[config.mk]
export PLATFORM = sky130hd
export DESIGN_NAME = datapath_reg_bank_flat
export DESIGN_NICKNAME = d
export VERILOG_FILES = /design/src/rtl/datapath_pkg.sv /design/src/rtl/datapath_reg_bank_if.sv /design/src/rtl/regbank_read_port.sv /design/src/rtl/datapath_reg_bank.sv /design/src/flat_wrapper.sv
export SDC_FILE = /design/constraint.sdc
export NUM_CORES = 2
export LEC_CHECK = 0
export BUFFER_PORTS_ARGS = -buffer_cell sky130_fd_sc_hd__buf_2
export CORE_MARGIN = 5
export CORE_UTILIZATION = 28
export DETAILED_ROUTE_END_ITERATION = 7
export GPL_TIMING_DRIVEN = 0
export PLACE_DENSITY_LB_ADDON = 0.05
export SLEW_MARGIN = 20
export SYNTH_ARGS = -nofsm -noshare
export SYNTH_HDL_FRONTEND = slang
export SYNTH_SLANG_ARGS = --single-unit
[constraint.sdc]
create_clock -name clk -period 33 [get_ports clk]
set_input_delay 6.6 -clock clk [delete_from_list [all_inputs] [get_ports clk]]
set_output_delay 6.6 -clock clk [all_outputs]
set_load 0.05 [all_outputs]
[src/rtl/datapath_pkg.sv]
// Shared datapath constants: default widths and the {V,C,N,Z} flag bit order
// that the register bank and function_unit both rely on.
package datapath_pkg;
   localparam int DEFAULT_DATA_W = 32;
   localparam int DEFAULT_ADDR_W = 5;
   localparam int FLAG_W = 4;

   // Bit positions inside the flags vector; function_unit uses the same order.
   localparam int FLAG_V = 3;
   localparam int FLAG_C = 2;
   localparam int FLAG_N = 1;
   localparam int FLAG_Z = 0;

   function automatic logic [FLAG_W-1:0] packFlags(input logic v, input logic c,
                                                   input logic n, input logic z);
      logic [FLAG_W-1:0] f;
      f         = '0;
      f[FLAG_V] = v;
      f[FLAG_C] = c;
      f[FLAG_N] = n;
      f[FLAG_Z] = z;
      return f;
   endfunction
endpackage

[src/rtl/datapath_reg_bank_if.sv]
// Operand, writeback and status signals between the datapath controller
// (master) and the register bank (slave).
interface datapath_reg_bank_if
   import datapath_pkg::*;
#(
   parameter int DATA_W = DEFAULT_DATA_W,
   parameter int ADDR_W = DEFAULT_ADDR_W
);
   logic [ADDR_W-1:0] a_sel;
   logic [ADDR_W-1:0] b_sel;
   logic              mb;
   logic [DATA_W-1:0] const_in;
   logic [DATA_W-1:0] busA;
   logic [DATA_W-1:0] busB;
   logic              wr_en;
   logic [ADDR_W-1:0] wr_addr;
   logic [DATA_W-1:0] f_in;
   logic              flag_ld;
   logic              v_in;
   logic              c_in;
   logic              n_in;
   logic              z_in;
   logic [FLAG_W-1:0] flags;
   logic              wb_pend;

   modport master (
      output a_sel, b_sel, mb, const_in, wr_en, wr_addr, f_in,
             flag_ld, v_in, c_in, n_in, z_in,
      input  busA, busB, flags, wb_pend
   );

   modport slave (
      input  a_sel, b_sel, mb, const_in, wr_en, wr_addr, f_in,
             flag_ld, v_in, c_in, n_in, z_in,
      output busA, busB, flags, wb_pend
   );
endinterface

[src/rtl/regbank_read_port.sv]
// One combinational read port: R0 reads as zero, a pending writeback is
// forwarded ahead of the array, otherwise the addressed register is returned.
module regbank_read_port
   import datapath_pkg::*;
#(
   parameter int DATA_W = DEFAULT_DATA_W,
   parameter int ADDR_W = DEFAULT_ADDR_W
) (
   input  logic [ADDR_W-1:0]                  sel,
   input  logic                               wbValid,
   input  logic [ADDR_W-1:0]                  wbAddr,
   input  logic [DATA_W-1:0]                  wbData,
   input  logic [2**ADDR_W-1:0][DATA_W-1:0]   regs,
   output logic [DATA_W-1:0]                  rdData
);
   always_comb begin
      rdData = regs[sel];
      if (sel == '0) begin
         rdData = '0;
      end else if (wbValid && (wbAddr == sel)) begin
         rdData = wbData;
      end
   end
endmodule

[src/rtl/datapath_reg_bank.sv]
// Register bank with a one-stage writeback register and forwarding, plus the
// {V,C,N,Z} status register feeding later branch logic.
module datapath_reg_bank
   import datapath_pkg::*;
#(
   parameter int DATA_W = DEFAULT_DATA_W,
   parameter int ADDR_W = DEFAULT_ADDR_W
) (
   input  logic                clk,
   input  logic                rst,
   datapath_reg_bank_if.slave  bus
);
   localparam int DEPTH = 2**ADDR_W;

   logic [DEPTH-1:0][DATA_W-1:0] regs;
   logic                         wbValidReg;
   logic [ADDR_W-1:0]            wbAddrReg;
   logic [DATA_W-1:0]            wbDataReg;
   logic [FLAG_W-1:0]            flagsReg;
   logic [DATA_W-1:0]            portAData;
   logic [DATA_W-1:0]            portBData;
   logic                         captureWr;

   // Writes to R0 never enter the pipeline, so wb_pend stays low for them.
   assign captureWr = bus.wr_en && (bus.wr_addr != '0);

   always_ff @(posedge clk or posedge rst) begin
      if (rst) begin
         wbValidReg <= 1'b0;
         wbAddrReg  <= '0;
         wbDataReg  <= '0;
      end else begin
         wbValidReg <= captureWr;
         if (captureWr) begin
            wbAddrReg <= bus.wr_addr;
            wbDataReg <= bus.f_in;
         end
      end
   end

   genvar gi;
   generate
      for (gi = 0; gi < DEPTH; gi++) begin : g_reg
         if (gi == 0) begin : g_zero
            assign regs[gi] = '0;
         end else begin : g_store
            always_ff @(posedge clk or posedge rst) begin
               if (rst) begin
                  regs[gi] <= '0;
               end else if (wbValidReg && (wbAddrReg == ADDR_W'(gi))) begin
                  regs[gi] <= wbDataReg;
               end
            end
         end
      end
   endgenerate

   always_ff @(posedge clk or posedge rst) begin
      if (rst) begin
         flagsReg <= '0;
      end else if (bus.flag_ld) begin
         flagsReg <= packFlags(bus.v_in, bus.c_in, bus.n_in, bus.z_in);
      end
   end

   // f_in is deliberately not forwarded: it would close a loop through function_unit.
   regbank_read_port #(.DATA_W(DATA_W), .ADDR_W(ADDR_W)) u_portA (
      .sel     (bus.a_sel),
      .wbValid (wbValidReg),
      .wbAddr  (wbAddrReg),
      .wbData  (wbDataReg),
      .regs    (regs),
      .rdData  (portAData)
   );

   regbank_read_port #(.DATA_W(DATA_W), .ADDR_W(ADDR_W)) u_portB (
      .sel     (bus.b_sel),
      .wbValid (wbValidReg),
      .wbAddr  (wbAddrReg),
      .wbData  (wbDataReg),
      .regs    (regs),
      .rdData  (portBData)
   );

   assign bus.busA    = portAData;
   assign bus.busB    = bus.mb ? bus.const_in : portBData;
   assign bus.flags   = flagsReg;
   assign bus.wb_pend = wbValidReg;
endmodule

[src/flat_wrapper.sv]
// flat-port wrapper written by rule: the top's interface ports become plain ports
module datapath_reg_bank_flat import datapath_pkg::*;
#(
   parameter int DATA_W = DEFAULT_DATA_W,
   parameter int ADDR_W = DEFAULT_ADDR_W
)
  (clk, rst, bus_a_sel, bus_b_sel, bus_mb, bus_const_in, bus_wr_en, bus_wr_addr, bus_f_in, bus_flag_ld, bus_v_in, bus_c_in, bus_n_in, bus_z_in, bus_busA, bus_busB, bus_flags, bus_wb_pend);
  datapath_reg_bank_if #(.DATA_W(DATA_W), .ADDR_W(ADDR_W)) bus_i ();
  input  logic clk;
  input  logic rst;
  input wire logic [$bits(bus_i.a_sel)-1:0] bus_a_sel;
  input wire logic [$bits(bus_i.b_sel)-1:0] bus_b_sel;
  input wire logic [$bits(bus_i.mb)-1:0] bus_mb;
  input wire logic [$bits(bus_i.const_in)-1:0] bus_const_in;
  input wire logic [$bits(bus_i.wr_en)-1:0] bus_wr_en;
  input wire logic [$bits(bus_i.wr_addr)-1:0] bus_wr_addr;
  input wire logic [$bits(bus_i.f_in)-1:0] bus_f_in;
  input wire logic [$bits(bus_i.flag_ld)-1:0] bus_flag_ld;
  input wire logic [$bits(bus_i.v_in)-1:0] bus_v_in;
  input wire logic [$bits(bus_i.c_in)-1:0] bus_c_in;
  input wire logic [$bits(bus_i.n_in)-1:0] bus_n_in;
  input wire logic [$bits(bus_i.z_in)-1:0] bus_z_in;
  output wire logic [$bits(bus_i.busA)-1:0] bus_busA;
  output wire logic [$bits(bus_i.busB)-1:0] bus_busB;
  output wire logic [$bits(bus_i.flags)-1:0] bus_flags;
  output wire logic [$bits(bus_i.wb_pend)-1:0] bus_wb_pend;
  assign bus_i.a_sel = bus_a_sel;
  assign bus_i.b_sel = bus_b_sel;
  assign bus_i.mb = bus_mb;
  assign bus_i.const_in = bus_const_in;
  assign bus_i.wr_en = bus_wr_en;
  assign bus_i.wr_addr = bus_wr_addr;
  assign bus_i.f_in = bus_f_in;
  assign bus_i.flag_ld = bus_flag_ld;
  assign bus_i.v_in = bus_v_in;
  assign bus_i.c_in = bus_c_in;
  assign bus_i.n_in = bus_n_in;
  assign bus_i.z_in = bus_z_in;
  assign bus_busA = bus_i.busA;
  assign bus_busB = bus_i.busB;
  assign bus_flags = bus_i.flags;
  assign bus_wb_pend = bus_i.wb_pend;
  datapath_reg_bank #(.DATA_W(DATA_W), .ADDR_W(ADDR_W)) u_core (.clk(clk), .rst(rst), .bus(bus_i));
endmodule
# == Yosys cells after proc, flatten, opt, wreduce, memory -nomap -nowiden ==
# Cells that the tools add are included.
# op_classes
order_cmp,2
n_eq_ne,33
mux,9
reduce_logical,37
# ops
operator,n
binary-select mux 32 bit (select 5 bit),2
2-to-1 mux 32 bit,7
"== test 5 bit, second input constant",16
"== test 5 x 4 -> 1 bit, second input constant",8
logical AND 1 bit,34
"== test 5 x 3 -> 1 bit, second input constant",4
"< comparator 5 x 6 -> 1 bit, second input constant",2
"== test 5 x 2 -> 1 bit, second input constant",2
== test 5 bit,2
logical NOT 5 bit,2
"== test 5 x 1 -> 1 bit, second input constant",1
nonzero test 5 bit,1
# word_totals
ff_bits,1034
in_bits,88

# == Depth between registers and ports, before layout ==
# logic_depth
word_depth,5
depth_mapped,9
depth_no_buf,5

# == Cells and area by module ==
# From an unflattened synthesis, not the netlist that was laid out.
# unflattened
cells_unflattened,4060
area_unflattened_um2,57305.0
# by_module_without_submodules
module,instances,cells_each,area_per_inst_um2
datapath_reg_bank,1,2356,39125.0
regbank_read_port,2,852,9090.0

# == Worst setup path before layout ==
# No wires, ideal clock.
# synth_timing
path_type,in2out
start,in bus_a_sel[2]
end,out bus_busA[14]
arrival_ns,8.584
slack_ns,17.816
path_stages,7
cell_sequence,buf_2 > inv_2 > clkbuf_1 > buf_2 > a31oi_1 > a221o_1 > a21oi_1
# synth_between
elab_chain_len,4
word_cells_on_any_way,7
cone_classes,eq/ne: 1; mux: 4; reduce/logical: 2
# synth_rtl
item,line_no,text
"start, declared",flat_wrapper.sv:11,input wire logic [$bits(bus_i.a_sel)-1:0] bus_a_sel;
binary-select mux 32 bit (select 5 bit) / == test 5 bit (equally long branches),"regbank_read_port.sv:17, regbank_read_port.sv:20",
2-to-1 mux 32 bit (not written as such) / logical AND 1 bit (equally long branches),"regbank_read_port.sv:17, regbank_read_port.sv:20",
2-to-1 mux 32 bit,regbank_read_port.sv:20,end else if (wbValid && (wbAddr == sel)) begin
2-to-1 mux 32 bit *,regbank_read_port.sv:18,if (sel == '0) begin
"end, declared",flat_wrapper.sv:23,output wire logic [$bits(bus_i.busA)-1:0] bus_busA;
# Mark *: on every way between the ends. The rest lies on a longest branch, timed or not. The select of a mux whose other input is x is not followed.

# == Final worst setup path ==
# layout_timing
start,in bus_b_sel[3]
end,out bus_busB[14]
# layout_between
elab_chain_len,5
word_cells_on_any_way,8
cone_classes,eq/ne: 1; mux: 5; reduce/logical: 2
# layout_rtl
item,line_no,text
"start, declared",flat_wrapper.sv:12,input wire logic [$bits(bus_i.b_sel)-1:0] bus_b_sel;
binary-select mux 32 bit (select 5 bit) / == test 5 bit (equally long branches),"regbank_read_port.sv:17, regbank_read_port.sv:20",
2-to-1 mux 32 bit (not written as such) / logical AND 1 bit (equally long branches),"regbank_read_port.sv:17, regbank_read_port.sv:20",
2-to-1 mux 32 bit,regbank_read_port.sv:20,
2-to-1 mux 32 bit *,regbank_read_port.sv:18,
2-to-1 mux 32 bit *,datapath_reg_bank.sv:86,assign bus.busB = bus.mb ? bus.const_in : portBData;
"end, declared",flat_wrapper.sv:24,output wire logic [$bits(bus_i.busB)-1:0] bus_busB;
# Marks and branches as above.

==> results.cfg <==
[synth]
synth_edf_count = 0
ys_ff_latch = 1034
postSynthAreaPerCell_sq_um = 12.61
async_flop_share_pct = 100.0
synth_ff_type = dfrtp_1
ys_warn_count = 0
synthesis.area_sq_um = 56660
seq_area_frac_synth_pct = 45.66
syn_inst = 4492
synth_cell_types = 53
synthesis.nets = 4580

[global_route]
grt_pass1_wl_um = 363600
grt_max_degree = 32
antenna_found_initial = 15
track_usage_pct = 24.73
grt.overflow.total = 0
grt_pass1_vias = 41990

[min_path]
hold_path_depth = 1
hold_start = u_core.bus.flags[1]
min_path_type = flop to flop
worstHoldEndpoint = u_core.bus.flags[1]

[routing]
route.vias.total = 40930
ant_nets = 0
finalWirelength_um = 264800
routedWlPerCell_um = 34.76
firstDrtPassIters = 6
via_per_inst = 5.373
drc = 0
drt_iter0_drc = 3376

[sta]
max_slew_margin_pct = 14.74
maxSlewViolCount = 0
tightest_slew_ps = 1279
fin_skew_ps = 19.18
fin_crit_sh_pct = 52.67
rsz0062_at_grt = no
fin_tns_setup_ps = 0
clock.fmax_mhz = 57.53
hold_viol = 0
finalSetupViolCount = 0
fin_crit_ps = 17380

[final_layout]
drive_above_1_share_pct = 39.95
syn_to_final_growth_pct = 16.89
final_cell_mix = mux2_2, dfrtp_1, mux2i_1, nand2_1, buf_2
design_area_sq_um = 66230
nets = 4913
final_common_cell = mux2_2

[worst_setup_path]
required_ps = 26400
crit_type = input pin to primary output
rr_worst_depth = 5
end_kind = primary output
cp_max_fo = 10
r2r-end = u_core.regs[624]
startpoint_type = input pin
startpoint = bus_b_sel[3]
critPathArrivalTime_ps = 10780
r2r-start = u_core.bus.wb_pend
reg2reg_slack_ps = 29840

[placed_design]
gp_congestion = 0.9502
hpwl_um = 206300
portBuffers = 152
place_area_sq_um = 61650

[die]
num_rows = 165
die_y_um = 459.9
start_util_pct = 28.09
core_sq_um = 201700
pin_count = 157
fp.dieW_um = 459.9
die_area_sq_um = 211500

[cts]
path_clk_slew_ps = 50
clkLatencyLatePin_ps = 800
cts_tree = done
cts_resized = 0
root_buffer = clkbuf_16
cts_sinks = 1034
htreeDepth = 4
numCtsBuffers = 138
clockBufferDepth = 3
post_cts_buffers = 0
postCtsHoldBufs = 0

[run]
max-cap-violations = 0

[run_status]
status = finished, final reports clean

[power]
p_per_area_nw_per_um2 = 68.61
max-vdd-ir-drop_uv = 53.89
p_leak_nw = 29.84
critical path: stages:
cell,delay (ps)
buf_2,210
clkbuf_1,640
and2_1,640
clkbuf_1,630
o21ai_0,620
nand4_1,260
a2bb2oi_1,750
buf_2,410
layer usage:
metal	global-route usage (%)	share of wire [%]
met5	0	0.0072
met4	12.02	5.6
met3	2.991	3.9
met2	38.79	45
met1	33.94	45
layout make-up:
cell class | count | area [sq um]
inverter | 5 | 22.52
clock inverter | 43 | 515.5
clock buffer | 201 | 4034
antenna | 16 | 40.04
timing repair buffer | 193 | 1619
multi-input combinational | 2982 | 28560
tap | 2672 | 3343
sequential | 1034 | 25870
fill | 20150 | 135500
buffer | 471 | 2226
how the worst max path moves through the flow:
stage / end / slack, ps / cells after the start
2_1_floorplan: u_core.bus.flags[0] / 12150 / 1
3_3_place_gp: u_core.regs[504] / 3390 / 2
3_5_place_dp: bus_busB[15] / 15680 / 8
4_1_cts: bus_busB[15] / 15670 / 8
5_1_grt: bus_busB[15] / 15750 / 8
6_report: bus_busB[14] / 15620 / 8
stage by stage:
stage          hold slack [ps]  setup slack (ps)  total power [mW]  cells  util [%]
2_1_floorplan            476.0             12150             2.583   4492         -
3_3_place_gp             488.1              3394             2.975   7316     30.13
3_5_place_dp             495.0             15680             2.999   7357     30.56
4_1_cts                  509.7             15670             4.577   7601     32.82
5_1_grt                  531.6             15750             4.749   7602     32.82
6_report                 499.0             15620             4.545   7617     32.84
registers in the layout (all words and copies together) (netlist names):
name                count
u_core.regs           992
u_core.wbDataReg       32
u_core.bus.wb_pend      1
u_core.wbAddrReg        5
u_core.bus.flags        4
report_power, final:
part	leakage, nW	internal [mW]	switching (mW)
clock network	2.25	0.925	0.625
logic	14.1	0.550	0.594
registers	13.5	1.59	0.256
total	29.8	3.07	1.48
Yosys cell counts (24+ instances only):
| cell type | instances | area, sq um |
|---|---|---|
| nand2_1 | 342 | 1284 |
| a211oi_1 | 76 | 570.6 |
| nand3_1 | 63 | 315.3 |
| buf_2 | 167 | 835.8 |
| a2bb2oi_1 | 31 | 271.5 |
| mux2_2 | 1106 | 12450 |
| a221o_1 | 31 | 310.3 |
| a22oi_1 | 58 | 435.4 |
| nand4_1 | 33 | 206.5 |
| o21ai_0 | 96 | 480.5 |
| nor2b_1 | 41 | 256.5 |
| o22ai_1 | 150 | 938.4 |
| dfrtp_1 | 1034 | 25870 |
| a31oi_1 | 31 | 193.9 |
| a21oi_1 | 107 | 535.5 |
| mux2i_1 | 448 | 4484 |
| clkbuf_1 | 227 | 852.1 |
| buf_4 | 43 | 322.8 |
| mux4_2 | 194 | 4369 |
| nor2_1 | 45 | 168.9 |
| o311a_1 | 25 | 250.2 |
| a221oi_2 | 24 | 360.4 |
kinds of logic after synthesis:
| group | after synthesis | synth area share [%] |
|---|---|---|
| AO/OA/AOI/OAI | 649 | 7.974 |
| XOR/XNOR | 10 | 0.1546 |
| buffers and inverters | 476 | 3.942 |
| flip-flops | 1034 | 45.66 |
| multiplexers | 1761 | 37.86 |
| AND/OR/NAND/NOR | 562 | 4.403 |
Note: power is estimated with default switching activity, not from simulation.
